$ cat src/rtl/apb_to_obi_bridge.sv
// rtl/apb_to_obi_bridge.sv - APB completer issuing one OBI manager transaction per APB transfer
module apb_to_obi_bridge #(
  parameter int unsigned AddrWidth     = 32,
  parameter int unsigned DataWidth     = 32,
  parameter int unsigned TimeoutCycles = 255
) (
  input  logic                   clk_i,
  input  logic                   rst_ni,
  input  logic                   psel_i,
  input  logic                   penable_i,
  input  logic                   pwrite_i,
  input  logic [AddrWidth-1:0]   paddr_i,
  input  logic [DataWidth-1:0]   pwdata_i,
  input  logic [DataWidth/8-1:0] pstrb_i,
  output logic                   pready_o,
  output logic [DataWidth-1:0]   prdata_o,
  output logic                   pslverr_o,
  output logic                   obi_req_o,
  input  logic                   obi_gnt_i,
  output logic [AddrWidth-1:0]   obi_addr_o,
  output logic                   obi_we_o,
  output logic [DataWidth/8-1:0] obi_be_o,
  output logic [DataWidth-1:0]   obi_wdata_o,
  input  logic                   obi_rvalid_i,
  input  logic [DataWidth-1:0]   obi_rdata_i,
  input  logic                   obi_err_i
);

  localparam int unsigned StrbWidth = DataWidth / 8;
  // Counter must be able to hold TimeoutCycles itself; keep at least one bit
  localparam int unsigned CntWidth  = (TimeoutCycles > 0) ? $clog2(TimeoutCycles + 1) : 1;
  localparam logic [CntWidth-1:0] TimeoutVal = CntWidth'(TimeoutCycles);
  localparam bit TimeoutEn = (TimeoutCycles != 0);

  typedef enum logic [2:0] {
    IDLE,
    ACCESS,
    WAIT_R,
    COMPLETE,
    DRAIN
  } state_e;

  state_e                 state_q, state_d;
  logic                   req_q, req_d;
  logic [AddrWidth-1:0]   addr_q, addr_d;
  logic                   we_q, we_d;
  logic [StrbWidth-1:0]   be_q, be_d;
  logic [DataWidth-1:0]   wdata_q, wdata_d;
  logic [DataWidth-1:0]   prdata_q, prdata_d;
  logic                   pslverr_q, pslverr_d;
  logic                   pending_q, pending_d;
  logic [CntWidth-1:0]    cnt_q, cnt_d;

  // Next-state and datapath update: capture on setup, hold req until gnt,
  // wait for rvalid (or timeout), present the response, drain a late rvalid
  always_comb begin
    state_d   = state_q;
    req_d     = req_q;
    addr_d    = addr_q;
    we_d      = we_q;
    be_d      = be_q;
    wdata_d   = wdata_q;
    prdata_d  = prdata_q;
    pslverr_d = pslverr_q;
    pending_d = pending_q;
    cnt_d     = '0;

    unique case (state_q)
      IDLE: begin
        // Only a fresh setup phase starts a transfer; a held access phase is ignored
        if (psel_i && !penable_i) begin
          addr_d    = paddr_i;
          we_d      = pwrite_i;
          be_d      = pwrite_i ? pstrb_i : {StrbWidth{1'b1}};
          wdata_d   = pwrite_i ? pwdata_i : '0;
          prdata_d  = '0;
          pslverr_d = 1'b0;
          req_d     = 1'b1;
          state_d   = ACCESS;
        end
      end

      ACCESS: begin
        // No timeout here: an OBI request may not be withdrawn before gnt
        if (obi_gnt_i) begin
          req_d   = 1'b0;
          state_d = WAIT_R;
        end
      end

      WAIT_R: begin
        cnt_d = cnt_q + CntWidth'(1);
        // A response landing on the timeout cycle still wins
        if (obi_rvalid_i) begin
          prdata_d  = we_q ? '0 : obi_rdata_i;
          pslverr_d = obi_err_i;
          cnt_d     = '0;
          state_d   = COMPLETE;
        end else if (TimeoutEn && (cnt_q == TimeoutVal)) begin
          prdata_d  = '0;
          pslverr_d = 1'b1;
          pending_d = 1'b1;
          cnt_d     = '0;
          state_d   = COMPLETE;
        end
      end

      COMPLETE: begin
        // Response is offered for this single cycle; an aborted APB transfer
        // simply never sees it
        state_d = pending_q ? DRAIN : IDLE;
      end

      DRAIN: begin
        // Swallow the late response of a timed-out transaction
        if (obi_rvalid_i) begin
          pending_d = 1'b0;
          state_d   = IDLE;
        end
      end

      default: begin
        state_d = IDLE;
      end
    endcase
  end

  // State and datapath registers, cleared asynchronously
  always_ff @(posedge clk_i or negedge rst_ni) begin
    if (!rst_ni) begin
      state_q   <= IDLE;
      req_q     <= 1'b0;
      addr_q    <= '0;
      we_q      <= 1'b0;
      be_q      <= '0;
      wdata_q   <= '0;
      prdata_q  <= '0;
      pslverr_q <= 1'b0;
      pending_q <= 1'b0;
      cnt_q     <= '0;
    end else begin
      state_q   <= state_d;
      req_q     <= req_d;
      addr_q    <= addr_d;
      we_q      <= we_d;
      be_q      <= be_d;
      wdata_q   <= wdata_d;
      prdata_q  <= prdata_d;
      pslverr_q <= pslverr_d;
      pending_q <= pending_d;
      cnt_q     <= cnt_d;
    end
  end

  assign pready_o    = (state_q == COMPLETE) && psel_i && penable_i;
  assign prdata_o    = prdata_q;
  assign pslverr_o   = pslverr_q;
  assign obi_req_o   = req_q;
  assign obi_addr_o  = addr_q;
  assign obi_we_o    = we_q;
  assign obi_be_o    = be_q;
  assign obi_wdata_o = wdata_q;

endmodule

$ cat config.mk
export PLATFORM = sky130hd
export DESIGN_NAME = apb_to_obi_bridge
export DESIGN_NICKNAME = d
export VERILOG_FILES = /design/src/rtl/apb_to_obi_bridge.sv
export SDC_FILE = /design/constraint.sdc
export NUM_CORES = 1
export LEC_CHECK = 0
export ABC_AREA = 1
export CAP_MARGIN = 20
export CORE_ASPECT_RATIO = 0.75
export CORE_MARGIN = 3
export CORE_UTILIZATION = 45
export CTS_CLUSTER_DIAMETER = 80
export CTS_CLUSTER_SIZE = 40
export DETAILED_ROUTE_END_ITERATION = 8
export HOLD_SLACK_MARGIN = 0.15
export PLACE_DENSITY = 0.86
export SLEW_MARGIN = 20
export SYNTH_ARGS = -nofsm -noshare
export SYNTH_HDL_FRONTEND = slang
export SYNTH_SLANG_ARGS = --single-unit
$ cat constraint.sdc
create_clock -name clk_i -period 2.25 [get_ports clk_i]
set_input_delay 0.225 -clock clk_i [delete_from_list [all_inputs] [get_ports clk_i]]
set_output_delay 0.225 -clock clk_i [all_outputs]
set_load 0.01 [all_outputs]
After elaboration in Yosys (flattened, before gate mapping)

Index checks and enable logic that the tools add are counted.

Add/subtract/negate cells: 1
Multiplexer cells: 27
Equal/unequal tests: 11
Reduce and logical (&&, ||, !) cells: 13

Operator list:

| cell                | number |
|---|---|
| $mux 32             | 5 |
| $pmux 32 s2         | 1 |
| $mux 8              | 3 |
| $mux 3              | 6 |
| $pmux 3 s5          | 1 |
| $ne 2x2->1 const B  | 5 |
| $add 8x1->8 const B | 1 |
| $eq 8x8->1 const B  | 1 |
| $reduce_and 4->1    | 2 |
| $mux 1              | 7 |
| $eq 3x2->1 const B  | 2 |
| $pmux 1 s2          | 3 |
| $reduce_and 3->1    | 2 |
| $reduce_bool 2->1   | 3 |
| $mux 4              | 1 |
| $eq 3x1->1 const B  | 1 |
| $eq 3x3->1 const B  | 1 |
| $logic_and 1x1->1   | 3 |
| $logic_not 3->1     | 1 |
| $ne 3x3->1 const B  | 1 |
| $reduce_and 2->1    | 1 |
| $logic_not 1->1     | 1 |

Output and inout bits: 104
Input bits: 108
Bits in registers: 115
Word-level logic and storage cells: 62

Longest topological paths before layout

Word-level depth: 4
Depth in mapped cells: 9
Depth with buffers taken out: 8

Least setup slack after synthesis

No wires, ideal clock.

Kind: reg2reg
From: register cnt_q[0]
To: register prdata_q[10], in the netlist prdata_o[10]
Path buffers: 1
Cell stages (with the launch flop): 10
Library setup time: 117 ps
Data required time: 2,133 ps
Period minus slack after synthesis: 1,355 ps
Path slack: 895 ps
Arrival time: 1,238 ps
Path through: dfrtp_1 > ha_1 > nand2_1 > nor2_1 > nand2_1 > nand2_4 > nand2_4 > buf_6 > nand2_1 > nand2_1

Word-level cells in the longest chain between the ends: 3

RTL lines:

| item                              | line | RTL |
|---|---|---|
| start, declared                   | 52   | `logic [CntWidth-1:0] cnt_q, cnt_d;` |
| start signal, assigned            | 151  | `cnt_q <= cnt_d;` |
| $eq 8x8->1                        | 99   | `end else if (TimeoutEn && (cnt_q == TimeoutVal)) begin` |
| $ne 3x3->1 (no source line)       | --   |  |
| $reduce_and 3->1 (no source line) | --   |  |
| end signal, assigned              | 148  | `prdata_q <= prdata_d;` |
| end, declared                     | 49   | `logic [DataWidth-1:0] prdata_q, prdata_d;` |

Every way passes these cells.
A chain may end at the register's enable or synchronous reset.

Worst setup path in the final report

From: register state_q[1]
To: output port pready_o

Word-level cells in the longest chain between the ends: 3

RTL lines:

| item                           | line | RTL |
|---|---|---|
| start, declared                | 43   | `state_e state_q, state_d;` |
| start signal, assigned         | 142  | `state_q <= state_d;` |
| $eq 3x2->1                     | 155  | `assign pready_o = (state_q == COMPLETE) && psel_i && penable_i;` |
| $logic_and 1x1->1 (2 in a row) | 155  |  |
| end, declared                  | 15   | `output logic pready_o,` |

Every way passes these cells.

==> summary by stage <==
Run status
The flow ran to the end, and the final reports show no timing, DRC or antenna violations.

Timing
The number of hold violations in the final report came to 0. Subtracting the final worst setup slack from the clock period gives 2.11 ns. The ratio of final minimum period to clock period is 93.9%. In this run the tightest slew margin relative to its limit is between 70 and 80%.

The count of final max-slew check failures came to 0. Setup violations remaining at the end of the flow were counted as 0. Timing would allow up to 473 MHz. The summed negative setup slack over all endpoints is 0 ns. Setup repair after global routing left no endpoint under its margin.

The slew of the pin with the lowest slew margin is roughly 0.43 ns. Across the routed clock network, the largest skew measured is 0.00713 ns.

Worst setup path
The cell type of the slowest stage on the worst timing path is sky130_fd_sc_hd__clkdlybuf4s50_1. Traced cell by cell, the critical path runs through inv_1 -> nor2_1 -> nand2_1 -> nor3_1 -> clkdlybuf4s50_1. In this design, the largest share of critical-path delay is due to buffers and inverters. The critical path launch point type is a flip-flop. In this design, the stage delay of the slowest critical-path cell is 0.57 ns.

The required arrival time at the worst endpoint is 2.03 ns. The worst setup path is captured at an output port. The critical path start-end classification is flip-flop to output port. The data arrival time of the critical path is 1.89 ns.

The worst path buffer plus inverter count is 2. The highest net fanout along the worst path is 5. Across all register-to-register paths, the minimum setup slack is 0.56 ns.

Global route
For this run, the total global-route usage over all layers was measured as 24.1%. The number of antenna violations at the first check in global routing is 0. The global routing met3 resource utilization is 11.7%. Summed over all layers, the global routing overflow is 0. The first global-routing pass estimated 21,200 um of wire. For met2 alone, demand over resource in global routing was 40.2%. The number of global-route vias before repair is 4,381. The global routing's busiest layer is met2. For met1 alone, demand over resource in global routing was 27.6%.

The maximum number of pins on one net before global-route repair is 59.

Cells and area
Summing all multi-input logic gate instances after layout gives 1540 um^2. Cells with a size suffix above 1 make up 6.46% of the layout. The synthesis-to-layout area growth is 61.9%. The total of fill cells in the finished design is 654. The repair_antennas step left the layout with diodes totalling 0. The final layout contains 856 nets. Across the whole layout, storage elements account for 2880 um^2.

The post-route cell area is 7440 um^2.

Route
The number of iterations in the first detailed-routing pass is 4. In the routed design, unresolved DRC markers number 0. The post-detailed-route count of antenna-violating nets is 0. Wires add up to 13,500 um. The initial DRC count is 239. The detail-routed via count per cell is between 4 and 5. Summing over every cut layer, the via total after detailed routing is 4,257. The per-cell routed wire length is 15.1 um.

Floorplan
The die area is approximately 11,000 um^2. The initial core utilization is 46.8%. The chip height is ~94 um. 212 I/O pins were placed. From left edge to right edge, the die measures 123 um.

The total area inside the core boundary comes to 9810 um^2. Row generation in the floorplan step produced 31 rows.

Logic synthesis
The area share of the leading cell type in the synthesized netlist is between 60% and 70%. After synthesis, the share of flip-flops with an asynchronous set or reset is 100%. Each instance of the synthesized netlist takes up on average 8.72 um^2. The number of nets in the synthesized netlist is between 600 and 700. The number of different library cells in the post-synthesis netlist is 20.

The most instantiated library cell after synthesis is sky130_fd_sc_hd__nand2_1. The number of flops mapped to enable cells by yosys is 0. The synthesized cell area is 4590 um^2. The yosys synthesis warning count is 0.

The post-synthesis sequential area ratio is 62.6%. After synthesis the netlist holds a flip-flop and latch count of 115. Among all flip-flop cells after synthesis, the most frequent one is sky130_fd_sc_hd__dfrtp_1.

In the post-synthesis netlist, the biggest area contributors are sky130_fd_sc_hd__dfrtp_1 63%, sky130_fd_sc_hd__nand2_1 26%, sky130_fd_sc_hd__nor2_1 2.0%, sky130_fd_sc_hd__nand3_1 1.3%, sky130_fd_sc_hd__buf_2 1.1%. By count the netlist is led by 318 x sky130_fd_sc_hd__nand2_1, 115 x sky130_fd_sc_hd__dfrtp_1, 25 x sky130_fd_sc_hd__nor2_1, 13 x sky130_fd_sc_hd__inv_1, 12 x sky130_fd_sc_hd__nand3_1. The post-synthesis cell type with the largest combined area is sky130_fd_sc_hd__dfrtp_1. The instance count of the mapped netlist is 527.

Pwr
Dividing total power by cell area gives a power density of ~1400 nW/um^2. The static leakage is 3.66 nW. The worst-case vdd ir drop is 801 uV.

Placed design
Summing all placed instances gives a cell area of 6830 um^2. The routability congestion estimate from global placement is 0.834. The total half-perimeter wirelength after legalization and detailed placement is 9440 um. In this run the tool buffered the top-level ports with 211 buffer cells.

Clocking
In this run the deepest clock path goes through 2 buffers. TritonCTS built the clock tree. The tree is rooted in a sky130_fd_sc_hd__clkbuf_16.

The clock input transition at the sequential cells of the worst setup and hold paths is roughly 0.05 ns. The TritonCTS buffer count is 17. For the worst-skew pair, the clock arrives at the later sink with an insertion delay of 0.40 ns.

The CTS H-tree depth is 4. CTS saw ~120 sinks.

Min path
The class of the tightest hold or removal check is input pin to asynchronous set/reset pin.

Flow run
The total of max-cap violations is 0.
[cell families (layout without fill, tap and decap cells)]
group                      after synthesis  after routing  share of synthesized area [%]
adders and majority gates                1              1                          0.272
and+or+nand+nor                        365            365                           31.5
DFF                                    115            115                           62.6
AOI/OAI and AO/OA                       13             13                           1.61
buffers and inverters                   33            264                           3.95
[worst register-to-register path, cell delays in order (launching register included)]
cell                      delay (ns)
sky130_fd_sc_hd__dfrtp_1        0.40
sky130_fd_sc_hd__ha_1           0.20
sky130_fd_sc_hd__nand2_1        0.08
sky130_fd_sc_hd__nor2_1         0.14
sky130_fd_sc_hd__nand2_1        0.16
sky130_fd_sc_hd__nand2_4        0.15
sky130_fd_sc_hd__nand2_4        0.22
sky130_fd_sc_hd__nand2_1        0.17
sky130_fd_sc_hd__nand2_1        0.07
[final timing paths]
kind	from	endpoint	depth (start not counted)
setup / recovery	state_q[1]$_DFFE_PN0P_	pready_o	5
hold / removal	rst_ni	prdata_o[15]$_DFFE_PN0P_	2
setup reg to reg	cnt_q[0]$_DFF_PN0_	prdata_o[25]$_DFFE_PN0P_	8
hold reg to reg	obi_wdata_o[15]$_DFFE_PN0P_	obi_wdata_o[15]$_DFFE_PN0P_	2
max in group asynchronous	rst_ni	state_q[1]$_DFFE_PN0P_	3
min in group clk_i	pwdata_i[4]	obi_wdata_o[4]$_DFFE_PN0P_	3
[layout by cell type, fill, tap and decap left out, drive strengths merged, types with 2 or more instances in the layout]
cell type      synthesis  final
nor3                   3      3
o21ai                  7      7
clkinvlp               0      4
bufinv                 0      3
nand3                 12     12
clkbuf                 1     21
inv                   13     13
nor2                  28     28
nand2                321    321
dfrtp                115    115
clkdlybuf4s50          0    210
clkinv                 0      2
buf                   19     10
a21oi                  4      4
[where the power goes]
part	switching (mW)	internal, mW
Clock	0.904	1.81
Sequential	0.568	2.98
Combinational	1.79	2.10
[per-stage QoR]
stage	cells	setup WS (ns)	total power [mW]	hold slack (ns)	util [%]
finish	890	0.137	10.2	0.309	75.8
global placement	859	0.465	7.31	0.190	69.6
detailed placement	859	0.427	7.44	0.189	69.6
global route	890	0.00303	10.8	0.340	75.8
floorplan	527	0.895	5.05	-0.0706	-
CTS	890	0.0744	10.2	0.307	75.8
[layout make-up]
class / instances / share of cell area [%]
Tap cell: 132 / 2.22
Multi-Input combinational cell: 379 / 20.8
Sequential cell: 115 / 38.7
Clock inverter: 9 / 1.75
Inverter: 13 / 0.656
Clock buffer: 21 / 6.33
Timing Repair Buffer: 221 / 29.6
[sequential cells by signal, indices dropped and copies added, names as in the netlist, 3 cells and up]
register / cells
obi_be_o: 4
obi_addr_o: 32
prdata_o: 32
cnt_q: 8
obi_wdata_o: 32
state_q: 3
[routing by layer]
metal	wire length, um	part of all wire [%]
met5	0	0
met4	148	1.1
met3	1440	11
met2	6560	49
met1	5310	39
[repair_timing]
action	4_1_cts	5_1_grt
setup endpoints to repair	0	1
resized for setup	0	1
hold buffers	1	0
setup buffers	0	0
hold endpoints to repair	31	0
Note: power is estimated with default switching activity, not from simulation.
